$ cat src/rtl/hazard_unit.sv
// -----------------------------------------------------------------------------
// hazard_unit
//   Pipeline control for the 5-stage MIPS core. It covers the hazards that
//   operand forwarding cannot resolve: load-use, branch operands still in
//   flight in EX, and data-memory wait states. It drives the latch
//   enable/flush controls and the PC enable, and tracks the memory-wait
//   state, a deferred IF/ID flush and a sticky halt.
//
// Ports
//   CLK, RST                      core clock, asynchronous active-high reset
//   ihit, dhit                    fetch / data access completes this cycle
//   mem_dREN, mem_dWEN            MEM-stage instruction reads / writes dmem
//   mem_rfWEN, mem_dest           MEM-stage register write and destination
//   ex_dREN, ex_rfWEN, ex_dest    EX-stage load flag, register write, destination
//   dec_rs, dec_rt, dec_uses_rt   decode-stage source registers
//   dec_branch, dec_redirect      decode BEQ/BNE, taken branch/jump resolved
//   wb_halt                       HALT reached WB
//   pc_en                         PC update enable
//   ifid_en..memwb_en             pipeline latch enables
//   ifid_flush, idex_flush        synchronous bubble insert
//   halted                        sticky halt indication
//
// Optional feature (macro HAZARD_PERF_CNT_EN)
//   Adds the saturating counters stall_cycles, dwait_cycles and flush_count.
// -----------------------------------------------------------------------------
module hazard_unit #(
  parameter int REG_W = 5,
  parameter int CNT_W = 32
) (
  input  logic             CLK,
  input  logic             RST,
  input  logic             ihit,
  input  logic             dhit,
  input  logic             mem_dREN,
  input  logic             mem_dWEN,
  input  logic             mem_rfWEN,
  input  logic [REG_W-1:0] mem_dest,
  input  logic             ex_dREN,
  input  logic             ex_rfWEN,
  input  logic [REG_W-1:0] ex_dest,
  input  logic [REG_W-1:0] dec_rs,
  input  logic [REG_W-1:0] dec_rt,
  input  logic             dec_uses_rt,
  input  logic             dec_branch,
  input  logic             dec_redirect,
  input  logic             wb_halt,
  output logic             pc_en,
  output logic             ifid_en,
  output logic             idex_en,
  output logic             exmem_en,
  output logic             memwb_en,
  output logic             ifid_flush,
  output logic             idex_flush,
  output logic             halted
`ifdef HAZARD_PERF_CNT_EN
  ,
  output logic [CNT_W-1:0] stall_cycles,
  output logic [CNT_W-1:0] dwait_cycles,
  output logic [CNT_W-1:0] flush_count
`endif
);

  typedef enum logic [1:0] {RUN, DWAIT, HALT} state_t;

  state_t state;
  logic   flush_pend;

  // Hazard terms
  logic dmem_req, lu, ml, bh, dstall;
  logic run_dwait;   // RUN cycle frozen by an outstanding data access
  logic run_stall;   // RUN cycle stalled by dstall or an ihit wait
  logic set_pend;

  assign dmem_req = mem_dREN | mem_dWEN;

  assign lu = ex_dREN & ex_rfWEN & (ex_dest != '0) &
              ((ex_dest == dec_rs) | (dec_uses_rt & (ex_dest == dec_rt)));

  // The MEM-stage forward carries the ALU result, not load data, so a load
  // sitting in MEM still blocks its consumer: load-use costs two bubbles.
  assign ml = mem_dREN & mem_rfWEN & (mem_dest != '0) &
              ((mem_dest == dec_rs) | (dec_uses_rt & (mem_dest == dec_rt)));

  assign bh = dec_branch & ex_rfWEN & (ex_dest != '0) &
              ((ex_dest == dec_rs) | (ex_dest == dec_rt));

  assign dstall = ml | lu | bh;

  assign run_dwait = !RST && !wb_halt && (state == RUN) && dmem_req && !dhit;
  assign run_stall = !RST && !wb_halt && (state == RUN) && !(dmem_req && !dhit) &&
                     (dstall || !ihit);

  // A redirect seen while fetch is stalled must still kill the wrong-path
  // instruction once IF/ID next loads. Redirects during dstall are dropped:
  // decode re-resolves the branch after the stall.
  assign set_pend = !RST && !wb_halt && (state == RUN) && dec_redirect &&
                    !ihit && !dstall;

  // NOTE: every output gets a default at the top of the block so no path
  // leaves one unassigned, which would otherwise infer a latch.
  always_comb begin
    pc_en      = 1'b0;
    ifid_en    = 1'b0;
    idex_en    = 1'b0;
    exmem_en   = 1'b0;
    memwb_en   = 1'b0;
    ifid_flush = 1'b0;
    idex_flush = 1'b0;
    if (!RST && !wb_halt) begin
      unique case (state)
        RUN: begin
          if (dmem_req && !dhit) begin
            // whole pipe frozen until the data access completes
          end else if (dstall || !ihit) begin
            // Hold PC and IF/ID; ID/EX loads a bubble (the flush acts
            // through the latch, so it stays enabled); downstream drains.
            idex_en    = 1'b1;
            exmem_en   = 1'b1;
            memwb_en   = 1'b1;
            idex_flush = 1'b1;
          end else begin
            pc_en      = 1'b1;
            ifid_en    = 1'b1;
            idex_en    = 1'b1;
            exmem_en   = 1'b1;
            memwb_en   = 1'b1;
            ifid_flush = dec_redirect | flush_pend;
          end
        end
        DWAIT: begin
          pc_en      = dhit;
          ifid_en    = dhit;
          idex_en    = dhit;
          exmem_en   = dhit;
          memwb_en   = dhit;
          ifid_flush = dhit & (dec_redirect | flush_pend);
        end
        default: ;  // HALT: everything held
      endcase
    end
  end

  // NOTE: state registers use non-blocking assignments so every flop samples
  // the pre-edge values, independent of statement order.
  always_ff @(posedge CLK or posedge RST) begin
    if (RST) begin
      state      <= RUN;
      flush_pend <= 1'b0;
      halted     <= 1'b0;
    end else if (wb_halt) begin
      state  <= HALT;
      halted <= 1'b1;
    end else begin
      unique case (state)
        RUN:     if (dmem_req && !dhit) state <= DWAIT;
        DWAIT:   if (dhit)              state <= RUN;
        default: state <= HALT;
      endcase
      if (ifid_flush)    flush_pend <= 1'b0;
      else if (set_pend) flush_pend <= 1'b1;
    end
  end

`ifdef HAZARD_PERF_CNT_EN
  logic dwait_inc;
  assign dwait_inc = run_dwait ||
                     (!RST && !wb_halt && (state == DWAIT) && !dhit);

  // Counters only step on cycles that cannot occur in HALT, so they freeze
  // there without an explicit state check.
  always_ff @(posedge CLK or posedge RST) begin
    if (RST) begin
      stall_cycles <= '0;
      dwait_cycles <= '0;
      flush_count  <= '0;
    end else begin
      if (run_stall && (stall_cycles != '1)) stall_cycles <= stall_cycles + CNT_W'(1);
      if (dwait_inc && (dwait_cycles != '1)) dwait_cycles <= dwait_cycles + CNT_W'(1);
      if (ifid_flush && (flush_count != '1)) flush_count  <= flush_count + CNT_W'(1);
    end
  end
`else
  logic unused_run;
  assign unused_run = run_dwait ^ run_stall;
`endif

endmodule

$ cat config.mk
export PLATFORM = sky130hd
export DESIGN_NAME = hazard_unit
export DESIGN_NICKNAME = d
export VERILOG_FILES = /design/src/rtl/hazard_unit.sv
export SDC_FILE = /design/constraint.sdc
export NUM_CORES = 1
export LEC_CHECK = 0
export ABC_AREA = 1
export CAP_MARGIN = 20
export CORE_MARGIN = 4
export CORE_UTILIZATION = 40
export DETAILED_ROUTE_END_ITERATION = 10
export PLACE_DENSITY = 0.83
export SYNTH_ARGS = -nofsm -noshare
export SYNTH_HDL_FRONTEND = slang
export SYNTH_SLANG_ARGS = --single-unit
export TNS_END_PERCENT = 20
$ cat constraint.sdc
create_clock -name CLK -period 4.7 [get_ports CLK]
set_clock_uncertainty 0.05 [all_clocks]
set_input_delay 1.175 -clock CLK [delete_from_list [all_inputs] [get_ports CLK]]
set_output_delay 1.175 -clock CLK [all_outputs]
set_load 0.1 [all_outputs]
; Yosys cells after proc, flatten, opt, wreduce, memory -nomap -nowiden
; Index checks and enable logic that the tools add are counted.
[op_classes]
n_mux = 21
n_bitwise = 20
n_reduce_logical = 18
eq_ne = 7
[ops]
columns = cell, count
row1 = 5-bit == test, 4
row2 = 1-bit 2-to-1 mux, 14
row3 = 1-bit bitwise AND, 12
row4 = 5-bit nonzero test, 2
row5 = 1-bit bitwise OR, 7
row6 = 1-bit logical AND, 6
row7 = 2-bit 2-to-1 mux, 3
row8 = 1-bit case mux with 2 select lines, 3
row9 = 1-bit logical NOT, 5
row10 = 2-bit case mux with 2 select lines, 1
row11 = 2-bit AND reduction, 2
row12 = 3-bit by 2-bit != test with 1-bit output (second input constant), 1
row13 = 3-bit != test (second input constant), 1
row14 = 2-bit by 1-bit == test with 1-bit output (second input constant), 1
row15 = 2-bit logical NOT, 1
row16 = 2-bit nonzero test, 1
row17 = 1-bit logical OR, 1
row18 = 1-bit NOT, 1
[totals]
word_cells = 69
inputBits = 33
output_inout_bits = 8
register_bits = 4

; Logic depth before layout (Yosys ltp)
; Gate-level depths: netlist (run 1).
[depth]
depth_word = 13
ltp_mapped = 12

; Worst setup path before layout (run 1)
; OpenSTA, ideal clock, no wires.
[synth_timing]
path_type = input port to output port
startpoint = in mem_dREN
endpoint = out pc_en
path_slack_ps = -2522
arrival_time_ps = 5997
stages = 5
t_required_ps = 3475
path_cell_list = o21ai_1 -> nand2_1 -> a21oi_1 -> a21boi_0 -> buf_4
[synth_between]
elab_chain_cells = 10
[synth_rtl]
columns = item, line_no
row1 = from (decl), 34  ; input logic mem_dREN,
row2 = 1-bit bitwise AND (3 in a row), 81  ; assign ml = mem_dREN & mem_rfWEN & (mem_dest != '0) &
row3 = 1-bit bitwise OR (2 in a row), 87  ; assign dstall = ml | lu | bh;
row4 = 1-bit logical OR, 114  ; end else if (dstall || !ihit) begin
row5 = 1-bit 2-to-1 mux, --
row6 = 1-bit 2-to-1 mux (*), --
row7 = 1-bit case mux with 2 select lines (*), --
row8 = 1-bit 2-to-1 mux (*), --
row9 = to (decl), 47  ; output logic pc_en,
; Every way passes the cells marked *; elsewhere a longest branch is shown, timed or not.

; Worst setup path in the final report (run 1)
[layout_timing]
startpoint = in ex_dest[0]
endpoint = out idex_flush
[layout_between]
elab_chain_cells = 11
[layout_rtl]
columns = item, line_no
row1 = from (decl), 40  ; input logic [REG_W-1:0] ex_dest,
row2 = 5-bit == test, "77, 85"
row3 = 1-bit bitwise AND, 77  ; ((ex_dest == dec_rs) | (dec_uses_rt & (ex_dest == dec_rt)));
row4 = 1-bit bitwise OR, 77
row5 = 1-bit bitwise AND, 76  ; assign lu = ex_dREN & ex_rfWEN & (ex_dest != '0) &
row6 = 1-bit bitwise OR, 87
row7 = 1-bit bitwise OR (*), 87
row8 = 1-bit logical OR (*), 114
row9 = 1-bit 2-to-1 mux (*), 114
row10 = 1-bit 2-to-1 mux (*), 112  ; if (dmem_req && !dhit) begin
row11 = 1-bit 2-to-1 mux (*), 110  ; unique case (state)
row12 = 1-bit 2-to-1 mux (*), 109  ; if (!RST && !wb_halt) begin
row13 = to (decl), 53  ; output logic idex_flush,
; Marks and branches as above.

==> results of run 1 <==
## final timing paths
path,start,end,cells past startpoint
max,ex_dest[0],idex_flush,12
min,halted$_DFFE_PP0P_,halted$_DFFE_PP0P_,1
max reg2reg,state[1]$_DFFE_PP0P_,flush_pend$_DFFE_PP0P_,6
min reg2reg,halted$_DFFE_PP0P_,halted$_DFFE_PP0P_,1
max in group asynchronous,RST,state[1]$_DFFE_PP0P_,2
min in group asynchronous,RST,state[0]$_DFFE_PP0P_,2
## cells by family after synthesis
| group | count (synthesis) |
|---|---|
| simple gates | 91 |
| buf+inv | 37 |
| compound gates | 6 |
| flops | 4 |
| xor+xnor | 3 |
## per-stage QoR
step                total power, mW  utilization  std cells  hold slack [ns]  setup slack (ns)
floorplan                    0.0643            -        141            0.435             0.247
global placement              0.102        0.731        194            0.404             0.776
detailed placement            0.103        0.731        194            0.408             0.745
CTS                           0.147        0.745        197            0.422             0.738
global route                  0.158        0.745        197            0.445             0.578
finish                        0.145        0.745        197            0.418             0.733
## area by class of cell
type,count,share of cell area
clock buffers,3,0.0192
multi-input cells,100,0.401
repair buffers,40,0.368
well taps,16,0.0170
inverters,34,0.109
flip-flops and latches,4,0.0852
## cells in the final DEF, fill, tap and decap left out
cell type,n
a21boi_4,1
a21oi_4,1
nand4_1,3
nor2_2,1
or2_2,2
inv_2,6
o21ai_1,1
nand2_2,3
nand3_1,7
clkbuf_4,3
xor2_1,1
clkdlybuf4s50_1,33
nand3_2,2
buf_12,4
nor4_1,1
o211ai_1,1
nor2_1,16
xnor2_1,2
inv_1,28
o21ai_0,2
dfrtp_1,4
buf_4,3
nand2_1,56
## worst max-delay path: cells and delay by family
kind	cells	cell delay (ns)
and+or+nand+nor	8	0.68
buffers and inverters	4	0.88
## state kept, by name (all words and copies together) (netlist names)
register,cells
state,2
flush_pend,1
halted,1
## metal layers
metal,track usage,vias to the layer above
met5,0,-
met4,0.111,0
met3,0.0512,4
met2,0.319,41
met1,0.226,405
li1,-,495
## report_power, final
| group | switching [mW] | internal (mW) | total, mW |
|---|---|---|---|
| Combinational | 0.0322 | 0.0361 | 0.0683 |
| Clock | 0.0130 | 0.0285 | 0.0415 |
| Sequential | 0.000113 | 0.0351 | 0.0352 |
| Total | 0.0453 | 0.0996 | 0.145 |
==> impl_metrics.ini, run 1 <==
[status]
outcome = completed

[critical_path]
crit_chain = clkdlybuf4s50_1, inv_1, nand2_1, nand2_1, nor2_1, nand3_1, nand2_1, nand2_2, nand3_2, nand4_1, inv_1, buf_12
critical_path.slowest_cell = clkdlybuf4s50_1
arrival_ns = 2.74
critPathMaxStageDelay_ns = 0.52
worst-path-max-fanout = 4
critPathKind = in2out
r2r_slack_ns = 3.40
start_kind = primary input
worstPathRequired_ns = 3.47
crit_top_cell = nand2_1
cp-end-kind = primary output

[grt]
grt_pass1_wl_um = 3730
grt_use_total = 0.194
grt_max_degree = 6
antenna_found_initial = 0
grt_pass1_vias = 919
overflow = 0

[synthesis]
synthMuxAreaShare = 0
syn_area_um2 = 699
synth_edf_count = 0
netlist_top_cells_count = 56 x nand2_1, 28 x inv_1, 16 x nor2_1
async_reset_ff_frac = 1.00
yosys_warnings = 0
yosys.area_share.xor_xnor = 0.0376
syn_area_per_cell_um2 = 4.96
synth_nets = 174
ys_seq_area_frac = 0.143
yosys.area_share.simple = 0.555
synth_flop_cell = dfrtp_1
synth.area.top_cells = nand2_1 30%, inv_1 15%, dfrtp_1 14%, nor2_1 8.6%, nand3_1 5.0%
synth_most_common_cell = nand2_1
synthAdderAreaFrac = 0
netlist_instances = 141
ys_ff_latch = 4
yosysTopAreaCellShare = 0.301
synth_area_leader_cell = nand2_1
synth.distinct_cells = 20
synth_top_family_by_area = simple AND/OR/NAND/NOR gates
synth_compound_area_frac = 0.0501

[power]
leakage_nw = 0.648
ir_drop_uv = 166
p_per_area_mw_per_mm2 = 123

[detailed_routing]
wl_per_cell_um = 11.2
routed_wl_um = 2220
via_count = 945
dr_wl_met2_um = 1080
first_pass_iters = 4
topRoutingLayerUsed = met4
via_per_inst = 4.80
ant_nets = 0
drcViolationCount = 0
drt-initial-drc-count = 29
wl_met1_um = 881
wl_met3_um = 206

[floorplanning]
num_rows = 14
fp.dieW_um = 49.8
die_area_mm2 = 0.00248
initial_core_util = 0.444
core_mm2 = 0.00158
pin_count = 41
die_h_um = 49.8

[layout]
regArea_um2 = 100
fillerInstances = 128
diodes = 0
area_growth_pct = 68.0
drive_above_1_share = 0.144
fin_area_mm2 = 0.00117
nets = 216
multiInputGateArea_um2 = 472

[timing]
min_period_ns = 3.97
fin_crit_sh = 0.844
hold_viol_final = 0
rsz0062_at_grt = no
fin_tns_setup_ns = 0
tightest_slew_ns = 0.966
max_freq_ghz = 0.252
slew_violations = 0
setup_viol = 0
slew_headroom = 0.354

[clock_network]
clock_sinks = 4
clk_pin_slew_ns = 0.03
cts_root_buf = clkbuf_4
cts_buffers = 3
htreeDepth = 1
cts_hold_buf = 0
clock_path_buffers = 2
cts_tree = built
cts_resized = 0
clk_latency_ns = 0.23
cts_setup_buffers = 0

[place]
hpwl_um = 1930
place_area_mm2 = 0.00115
gp_congestion = 0.873
portBuffers = 40

[job]
drv_cap = 0

[hold_path]
hp-class = reg2reg
Note: power is estimated with default switching activity, not from simulation.
==> inputs of run 2 (changes only) <==
--- a/config.mk
+++ b/config.mk
@@ -8,9 +8,9 @@
 export ABC_AREA = 1
 export CAP_MARGIN = 20
 export CORE_MARGIN = 4
-export CORE_UTILIZATION = 40
+export CORE_UTILIZATION = 37
 export DETAILED_ROUTE_END_ITERATION = 10
-export PLACE_DENSITY = 0.83
+export PLACE_DENSITY = 0.78
 export SYNTH_ARGS = -nofsm -noshare
 export SYNTH_HDL_FRONTEND = slang
 export SYNTH_SLANG_ARGS = --single-unit
==> constraint.sdc (replaced) <==
create_clock -name CLK -period 3.8 [get_ports CLK]
set_clock_uncertainty 0.05 [all_clocks]
set_input_delay 0.95 -clock CLK [delete_from_list [all_inputs] [get_ports CLK]]
set_output_delay 0.95 -clock CLK [all_outputs]
set_load 0.1 [all_outputs]
==> run 2 against run 1 <==
  * Power rose by 26%
  * Global-route usage is 3.7 points lower
  * Via count is 2.5% lower
  * Count of clock-buffer cells in the layout is the same
  * Flip-flop and latch count is the same
  * Sequential power is 23% higher
  * Hold slack worse by 0.0050 ns
  * Routed wire length is 9.4% lower
  * Largest cell class unchanged
==> impl_metrics.ini, run 2 (synthesis results as in run 1) <==
[clock_network]
cts_resized = 0
clock_sinks = 4
cts_hold_buf = 0
cts_buffers = 3
clk_pin_slew_ns = 0.05
cts_setup_buffers = 0
clock_path_buffers = 2
htreeDepth = 1
cts_root_buf = clkbuf_4
clk_latency_ns = 0.24
cts_tree = built

[critical_path]
arrival_ns = 2.57
cp-end-kind = primary output
critPathKind = in2out
start_kind = primary input
reg2reg_from = state[1]$_DFFE_PP0P_
reg2reg_depth = 6
worst-path-max-fanout = 3
r2r_end = flush_pend$_DFFE_PP0P_
worstPathRequired_ns = 2.80
r2r_slack_ns = 2.52

[timing]
whs_ns = 0.413
tightest_slew_ns = 0.966
max_freq_ghz = 0.280
slew_violations = 0
slew_headroom = 0.354
fin_tns_setup_ns = 0
hold_viol_final = 0
min_period_ns = 3.57
setup_viol = 0
fin_crit_sh = 0.939
rsz0062_at_grt = no

[floorplanning]
pin_count = 41
fp.dieW_um = 51.5
core_mm2 = 0.00176
initial_core_util = 0.396
die_area_mm2 = 0.00265
num_rows = 15
die_h_um = 51.5

[layout]
regMostFlops = state
top_regs = state: 2 flops, flush_pend: 1 flops, halted: 1 flops
drive_above_1_share = 0.159
fillerInstances = 170
largest_reg_flops = 2
layout_common_cells = 55 x nand2_1, 33 x clkdlybuf4s50_1, 28 x inv_1
final_common_cell = nand2_1
area_growth_pct = 78.0
diodes = 0
nets = 217

[detailed_routing]
via_count = 921
ant_nets = 0
first_pass_iters = 4
routed_wl_um = 2010
via_per_inst = 4.45
drcViolationCount = 0
wl_per_cell_um = 9.70
drt-initial-drc-count = 19

[grt]
grt_pass1_vias = 863
grt_max_degree = 6
grt_use_total = 0.158
overflow = 0
antenna_found_initial = 0
grt_pass1_wl_um = 3280

[job]
drv_cap = 0

[power]
p_per_area_mw_per_mm2 = 146
ir_drop_uv = 150
leakage_nw = 0.664

[place]
portBuffers = 40
gp_congestion = 0.813
hpwl_um = 1780

[status]
outcome = completed

[hold_path]
min_from = halted$_DFFE_PP0P_
holdPathEnd = halted$_DFFE_PP0P_
hp-class = reg2reg
min_path_cells = 1
==> run 2: cell count changes in the layout (fill, tap and decap cells not counted) <==
cell     previous run  this run
nand2_1            56        55
buf_4               3         1
o21ai_4             0         1
o21ai_1             1         0
nand2_2             3         4
buf_12              4         7
==> run 2: cell type report <==
cell class                      count  area (µm²)  area share
Multi-Input combinational cell    100         485       0.390
Timing Repair Buffer               41         478       0.384
Inverter                           34         128       0.103
Sequential cell                     4         100      0.0804
Tap cell                           25        31.3      0.0251
Clock buffer                        3        22.5      0.0181
==> run 2: how the worst max path moves through the flow <==
stage / slack (ns) / depth (start not counted) / end / from
5_1_grt: 0.14 / 12 / ifid_flush / dec_rt[3]
3_3_place_gp: 0.30 / 10 / pc_en / dec_rt[3]
4_1_cts: 0.27 / 10 / ifid_en / dec_rt[3]
3_5_place_dp: 0.27 / 10 / ifid_en / dec_rt[3]
6_report: 0.23 / 10 / ifid_en / dec_rt[3]
2_1_floorplan: -0.03 / 5 / pc_en / mem_dREN
==> run 2: critical path, stage by stage <==
cell and delay [ns]:
clkdlybuf4s50_1 0.48, inv_1 0.07, o21ai_0 0.24, nor2_1 0.07, nand3_1 0.07, nand2_1 0.07
nand2_2 0.07, nand3_2 0.11, a21boi_4 0.23, buf_12 0.20
==> run 2: stage by stage <==
stage	utilization	std cells	power, mW	area, µm²	worst slack [ns]
6_report	0.706	207	0.182	1240	0.231
5_1_grt	0.706	207	0.198	1240	0.136
4_1_cts	0.706	207	0.186	1240	0.273
2_1_floorplan	-	141	0.0805	748	-0.0328
3_5_place_dp	0.693	204	0.128	1220	0.273
3_3_place_gp	0.693	204	0.127	1220	0.296
==> run 2: where the power goes <==
part	switching, mW	internal, mW	leakage, nW
Clock	0.0194	0.0355	0.0138
Sequential	0.000156	0.0433	0.0407
Combinational	0.0389	0.0451	0.610
==> run 2: per-layer routing <==
metal  vias to the layer above  global-route usage  wire length [µm]
li1                        503                   -                 -
met1                       383               0.206               896
met2                        35               0.284               972
met3                         0              0.0204               138
met4                         0              0.0131                 0
met5                         -                   0                 0
